[src/rtl/reg_writeback_queue.sv]
// reg_writeback_queue
//   Write-side front end for the 4x8-bit register file. ALU and load results
//   arrive over valid/ready. They are buffered in an in-order FIFO and drained
//   at one write per cycle onto the register file's registered write port. A
//   per-register pending counter drives busy_mask so that decode can stall on
//   RAW hazards.
//
// Ports
//   clk, reset                         clock; synchronous active-high reset
//   alu_valid/alu_ready/alu_reg/alu_value   ALU result channel (lower priority)
//   mem_valid/mem_ready/mem_reg/mem_value   load result channel (higher priority)
//   write_en/write_reg/write_value     registered register-file write port
//   busy_mask                          bit i set while a write to reg i is pending
//   idle                               FIFO empty and no write on the port
module reg_writeback_queue #(
    parameter int DEPTH = 4
) (
    input  logic       clk,
    input  logic       reset,
    input  logic       alu_valid,
    output logic       alu_ready,
    input  logic [1:0] alu_reg,
    input  logic [7:0] alu_value,
    input  logic       mem_valid,
    output logic       mem_ready,
    input  logic [1:0] mem_reg,
    input  logic [7:0] mem_value,
    output logic       write_en,
    output logic [1:0] write_reg,
    output logic [7:0] write_value,
    output logic [3:0] busy_mask,
    output logic       idle
);

    localparam int PW = $clog2(DEPTH);
    localparam int CW = $clog2(DEPTH + 1);
    // Pending counters must reach DEPTH+1: a full FIFO plus the output register.
    localparam int SW = $clog2(DEPTH + 2);

    logic [1:0]    fifo_reg   [DEPTH];
    logic [7:0]    fifo_value [DEPTH];
    logic [PW-1:0] wr_ptr;
    logic [PW-1:0] rd_ptr;
    logic [CW-1:0] count;
    logic [SW-1:0] pend [4];

    logic       full;
    logic       push;
    logic       pop;
    logic [1:0] push_reg;
    logic [7:0] push_value;

    // Ready depends only on registered state and mem_valid, never on alu_valid,
    // so upstream valid/ready loops cannot form.
    assign full      = (count == CW'(DEPTH));
    assign mem_ready = !full;
    assign alu_ready = !full && !mem_valid;

    assign push       = (mem_valid && mem_ready) || (alu_valid && alu_ready);
    assign push_reg   = mem_valid ? mem_reg   : alu_reg;
    assign push_value = mem_valid ? mem_value : alu_value;
    assign pop        = (count != '0);

    assign idle = (count == '0) && !write_en;

    always_ff @(posedge clk) begin
        if (push) begin
            fifo_reg[wr_ptr]   <= push_reg;
            fifo_value[wr_ptr] <= push_value;
        end
    end

    always_ff @(posedge clk) begin
        if (reset) begin
            wr_ptr      <= '0;
            rd_ptr      <= '0;
            count       <= '0;
            write_en    <= 1'b0;
            write_reg   <= '0;
            write_value <= '0;
        end else begin
            if (push) begin
                wr_ptr <= wr_ptr + PW'(1);
            end
            if (pop) begin
                rd_ptr      <= rd_ptr + PW'(1);
                write_en    <= 1'b1;
                write_reg   <= fifo_reg[rd_ptr];
                write_value <= fifo_value[rd_ptr];
            end else begin
                write_en <= 1'b0;
            end
            case ({push, pop})
                2'b10:   count <= count + CW'(1);
                2'b01:   count <= count - CW'(1);
                default: count <= count;
            endcase
        end
    end

    // A write stays pending until the edge at which the register file commits it,
    // i.e. the edge where it is presented with write_en high.
    always_ff @(posedge clk) begin
        for (int i = 0; i < 4; i++) begin
            if (reset) begin
                pend[i] <= '0;
            end else begin
                if ((push && push_reg == 2'(i)) && !(write_en && write_reg == 2'(i))) begin
                    pend[i] <= pend[i] + SW'(1);
                end else if (!(push && push_reg == 2'(i)) && (write_en && write_reg == 2'(i))) begin
                    pend[i] <= pend[i] - SW'(1);
                end
            end
        end
    end

    always_comb begin
        busy_mask = '0;
        for (int i = 0; i < 4; i++) begin
            busy_mask[i] = (pend[i] != '0);
        end
    end

endmodule

[config.mk]
export PLATFORM = sky130hd
export DESIGN_NAME = reg_writeback_queue
export DESIGN_NICKNAME = d
export VERILOG_FILES = /design/src/rtl/reg_writeback_queue.sv
export SDC_FILE = /design/constraint.sdc
export NUM_CORES = 1
export LEC_CHECK = 0
export BUFFER_PORTS_ARGS = -buffer_cell sky130_fd_sc_hd__buf_4
export CORE_MARGIN = 2
export CORE_UTILIZATION = 40
export DETAILED_ROUTE_END_ITERATION = 8
export PLACE_DENSITY = 0.65
export SYNTH_ARGS = -nofsm -noshare
export SYNTH_HDL_FRONTEND = slang
export SYNTH_SLANG_ARGS = --single-unit
[constraint.sdc]
create_clock -name clk -period 3 [get_ports clk]
set_input_delay 0.9 -clock clk [delete_from_list [all_inputs] [get_ports clk]]
set_output_delay 0.9 -clock clk [all_outputs]
set_load 0.01 [all_outputs]
* Yosys cells after proc, flatten, opt, wreduce, memory -nomap -nowiden
Memory sizes are Yosys's and may differ from the RTL's. A register that Yosys moved wholly into a read port is not among the register bits.
Cells that the tools add are included.
** Storage, ports and cells
- Bits in registers :: 8
- RAM bits :: 52
- Input bits :: 24
- Output and inout bits :: 18
- Logic and storage cells :: 121
- Memories kept :: 3
** Operators by class
- Add/sub/neg operators :: 12
- Equality and inequality tests :: 9
- Multiplexer cells :: 44
- Bitwise logic cells :: 8
- Reductions and logical operators :: 41
** Memories
- fifo_value :: depth 4, width 8, rd ports 1, clocked after memory_dff 1, wr ports 1, line 41 : logic [7:0] fifo_value [DEPTH];
- pend :: depth 4, width 3, rd ports 4, clocked after memory_dff 0, wr ports 4, line 45 : logic [SW-1:0] pend [4];
- fifo_reg :: depth 4, width 2, rd ports 1, clocked after memory_dff 1, wr ports 1, line 40 : logic [1:0] fifo_reg [DEPTH];
** Operators by type and width (count)
- 1-bit 2-to-1 mux :: 33
- 3-bit 2-to-1 mux :: 8
- 1-bit logical AND :: 20
- 3-bit by 1-bit adder with 3-bit output (second input constant) :: 5
- 3-bit nonzero test :: 5
- 3-bit by 1-bit subtractor with 3-bit output (second input constant) :: 5
- 1-bit zero test :: 11
- 2-bit == test (second input constant) :: 5
- 8-bit 2-to-1 mux :: 1
- 1-bit OR :: 8
- 2-bit by 1-bit == test with 1-bit output (second input constant) :: 3
- 3-bit one-hot mux with 2 select lines :: 1
- 2-bit by 1-bit adder with 2-bit output (second input constant) :: 2
- 2-bit zero test :: 2
- 3-bit == test (second input constant) :: 1
- 3-bit zero test :: 1
- 2-bit 2-to-1 mux :: 1
- 2-bit nonzero test :: 1
- 1-bit logical OR :: 1

* Depth between registers and ports, before layout
- Word-level depth :: 13
- Mapped depth :: 9
- Gate-level depth less buffers :: 9

* Least setup slack after synthesis
Ideal clock, no wire load.
- Path type :: input to register
- Start point :: in mem_valid
- End point :: mem pend[2][2] in the netlist's numbering, data pin
- Setup time :: 0.260 ns
- Arrival :: 2.338 ns
- Required time :: 2.740 ns
- Slack :: 0.402 ns
- Cell stages on the path :: 7
- Path buffers :: 0
- Cell sequence :: nor2_1 nor4_4 nand2b_1 fa_1 xnor2_1 nor3b_1 mux2_2
** RTL lines
- start, declared :: line 24 : input logic mem_valid,
- end, declared :: line 45

* Final worst setup path
- Start point :: reg count[0]
- End point :: out mem_ready
** On the way
- Longest elaborated chain between the ends :: 2
** RTL lines
- start, declared :: line 44 : logic [CW-1:0] count;
- start signal, assigned :: line 94 : 2'b10: count <= count + CW'(1);
- start signal, assigned :: line 95 : 2'b01: count <= count - CW'(1);
- start signal, assigned :: line 96 : default: count <= count;
- 3-bit == test :: line 55 : assign full = (count == CW'(DEPTH));
- 1-bit zero test :: line 56 : assign mem_ready = !full;
- end, declared :: line 25 : output logic mem_ready,
No other way between the ends.

==> flow_metrics.env <==
export IMPL_result_of_the_run="complete, no violations"
export IMPL_worst_path_max_fanout=9
export IMPL_post_synth_fa_ha_maj_area_fraction_pct=6.234
export IMPL_crit_slowest_cell="sky130_fd_sc_hd__nor3b_4"
export IMPL_post_cts_buffers=0
export IMPL_fraction_of_the_mapped_netlist_area_in_simple_logic_gates_pct=14.28
export IMPL_area_growth_syn_to_layout_pct=18.48
export IMPL_synth_edff_count=52
export IMPL_detailedRoute_firstIterationViolations=47
export IMPL_totalNegativeSetupSlack_ps=0
export IMPL_largest_register="fifo_value"
export IMPL_drc=0
export IMPL_clock_sinks=70
export IMPL_diodes=0
export IMPL_clock_tree_from_tritoncts="done"
export IMPL_critPathKind="flip-flop to primary output"
export IMPL_yosysMostFrequentCell="sky130_fd_sc_hd__edfxtp_1"
export IMPL_leakage_nw=1.595
export IMPL_netlist_top_cells_count="sky130_fd_sc_hd__edfxtp_1 (52), sky130_fd_sc_hd__nand2_1 (25), sky130_fd_sc_hd__nor2_1 (20)"
export IMPL_irDropWorstVdd_uv=408.5
export IMPL_yosys_cell_types_count=39
export IMPL_netlist_top_cell_by_area="sky130_fd_sc_hd__edfxtp_1"
export IMPL_ys_async_sr_fraction_pct=0
export IMPL_netlist_top_cells_area="sky130_fd_sc_hd__edfxtp_1 (45%), sky130_fd_sc_hd__dfxtp_1 (10%), sky130_fd_sc_hd__mux4_2 (6.5%)"
export IMPL_htreeDepth=3
export IMPL_finalSetupViolCount=0
export IMPL_synth_warning_count=0
export IMPL_place_gp_congestion=0.7842
export IMPL_synth_area_per_cell_sq_um=12.74
export IMPL_crit_path_cell_trace="nor3b_4, clkinv_1, buf_4"
export IMPL_layout_cell_share_with_drive_strength_beyond_1_pct=29.38
export IMPL_largest_register_ff_count=32
export IMPL_fillCellCount=748
export IMPL_worstSkewPairLatency_ps=340
export IMPL_grt_setup_unrepaired="no"
export IMPL_timing_final_crit_share_pct=86.76
export IMPL_cts_buffers_inserted=9
export IMPL_synth_top_family_by_area="multiplexers"
export IMPL_first_global_vias=2173
export IMPL_synthCells=271
export IMPL_detailedRoute_firstPassIterationCount=4
export IMPL_top_level_ports=42
export IMPL_max_cap_violations=0
export IMPL_grt_usage_pct=14.94
export IMPL_floorplan_initialDensity_pct=41.60
export IMPL_post_syn_nets=311
export IMPL_buffer_ports_inserted=41
export IMPL_cts_hold_fix_buffers=0
export IMPL_max_stage_delay_ps=420
export IMPL_p_per_area_nw_per_um2=868.0
export IMPL_synth_area_sq_um=3452
export IMPL_dp_final_hpwl_um=4569
export IMPL_regToRegSetupSlack_ps=590
export IMPL_routed_via_count=2154
export IMPL_critical_path_n_buffers_inverters=2
export IMPL_startpoint_class_of_the_critical_path="flip-flop"
export IMPL_slew_limit_headroom_pct=49.97
export IMPL_path_delay_family="buffers and inverters"
export IMPL_grt_start_max_net_pins=47
export IMPL_multiplexer_share_of_the_synthesized_area_pct=15.08
export IMPL_largestRegisters="fifo_value x32, pend x12"
export IMPL_grt_remaining_overflow=0
export IMPL_required_ps=2100
export IMPL_die_w_um=96.90
export IMPL_final_setup_skew_ps=11.26
export IMPL_path_clk_slew_ps=80
export IMPL_drt_wirelength_per_cell_um=15.62
export IMPL_postSynth_topFlopCell="sky130_fd_sc_hd__edfxtp_1"
export IMPL_hold_slack_ps=458.2
export IMPL_worst_endpoint_arrival_ps=1700
export IMPL_grt_first_pass_wirelength_um=11190
export IMPL_maxClockFrequency_ghz=0.3842
export IMPL_share_of_yosys_cell_area_claimed_by_the_top_area_cell_type_pct=45.23
export IMPL_detail_route_vias_per_cell=5.068
export IMPL_cts_root_to_sink_buffers=2
export IMPL_synth_ff_latch_count=70
export IMPL_cts_repair_resize_count=0
export IMPL_fraction_of_the_mapped_netlist_area_in_compound_gates_pct=2.682
export IMPL_max_slew_worst_pin_slew_ps=749.5
export IMPL_detail_route_antenna_nets=0
export IMPL_seq_area_frac_synth_pct=55.67
export IMPL_fp_dieArea_sq_um=9390
export IMPL_total_nets_final=355
export IMPL_cts_root_buffer="sky130_fd_sc_hd__clkbuf_8"
export IMPL_fin_crit_ps=2603
export IMPL_finalHoldViolCount=0
export IMPL_final_max_slew_violation_count=0
export IMPL_rows=33
export IMPL_grt_antenna_before_repair=0
export IMPL_finalWirelength_um=6640
export IMPL_synth_xor_area_share_pct=2.537
export IMPL_coreArea_sq_um=8299
export IMPL_cp_end_kind="primary output"
export IMPL_fp_dieH_um=96.90
export IMPL_min_delay_path_class="flip-flop to flip-flop"
-- worst register-to-register path, delay by kind of cell, from the launching register on --
kind / cells / cell delay (ps)
compound gates: 1 / 140
xor+xnor: 1 / 170
fa+ha+maj: 2 / 650
buf+inv: 2 / 460
flops: 1 / 490
simple gates: 2 / 440
-- where the power goes --
group / leakage [nW] / internal [mW] / switching (mW)
registers: 0.646 / 1.31 / 0.215
clock network: 0.111 / 0.478 / 0.383
logic: 0.838 / 0.568 / 0.595
total: 1.59 / 2.36 / 1.19
-- final timing paths --
| kind | start | endpoint | depth (start not counted) |
|---|---|---|---|
| worst max-delay path | count[0] | mem_ready | 3 |
| worst min-delay path | write_value[6] | write_value[6] | 2 |
| worst max register to register | count[0] | count[2] | 8 |
| worst min register to register | write_value[6] | write_value[6] | 2 |
-- layout make-up --
type                            count  area [sq um]  share of cell area [%]
Clock buffer                        9         123.9                   3.028
Clock inverter                      7         102.6                   2.508
Inverter                           17         63.81                   1.560
Multi-Input combinational cell    172          1409                   34.44
Sequential cell                    70          1922                   46.99
Tap cell                          105         131.4                   3.212
Timing Repair Buffer               45         337.8                   8.259
-- placed cells by master (no fill, tap or decap), drive strengths merged, types with 9 or more instances in the layout --
cell,synthesis,routed
nor3,12,12
clkbuf,7,9
edfxtp,52,52
ha,14,14
mux2,16,16
buf,5,45
nor2,20,20
mux2i,10,10
inv,16,19
dfxtp,18,18
mux4,10,10
a21oi,14,14
nand2,25,25
-- cells by family (layout without fill, tap and decap cells) --
family,after synthesis,after routing
AOI/OAI and AO/OA,18,18
buffers and inverters,29,78
xor gates and xnor gates,10,10
muxes,36,36
adders and majority gates,16,16
and+or+nand+nor,92,92
DFF,70,70
-- per-stage QoR --
| stage | std cells | instance area [sq um] | total power, mW | setup WS (ps) | util [%] |
|---|---|---|---|---|---|
| finish | 425 | 4090 | 3.550 | 397.1 | 49.28 |
| global route | 425 | 4090 | 3.775 | 273.3 | 49.28 |
| CTS | 425 | 4090 | 3.600 | 388.9 | 49.28 |
| detailed placement | 409 | 3864 | 2.727 | 104.1 | 46.56 |
| global placement | 409 | 3864 | 2.692 | 140.2 | 46.56 |
| floorplan | 271 | 3452 | 2.292 | 401.9 | - |
-- layer usage --
metal	up-vias	global-route usage, %	routed length, um
li1	1058	-	-
met1	1034	19.95	3015
met2	53	23.99	3280
met3	9	3.324	271
met4	0	5.417	73
met5	-	0	0
Power figures use the tool's default switching activity.
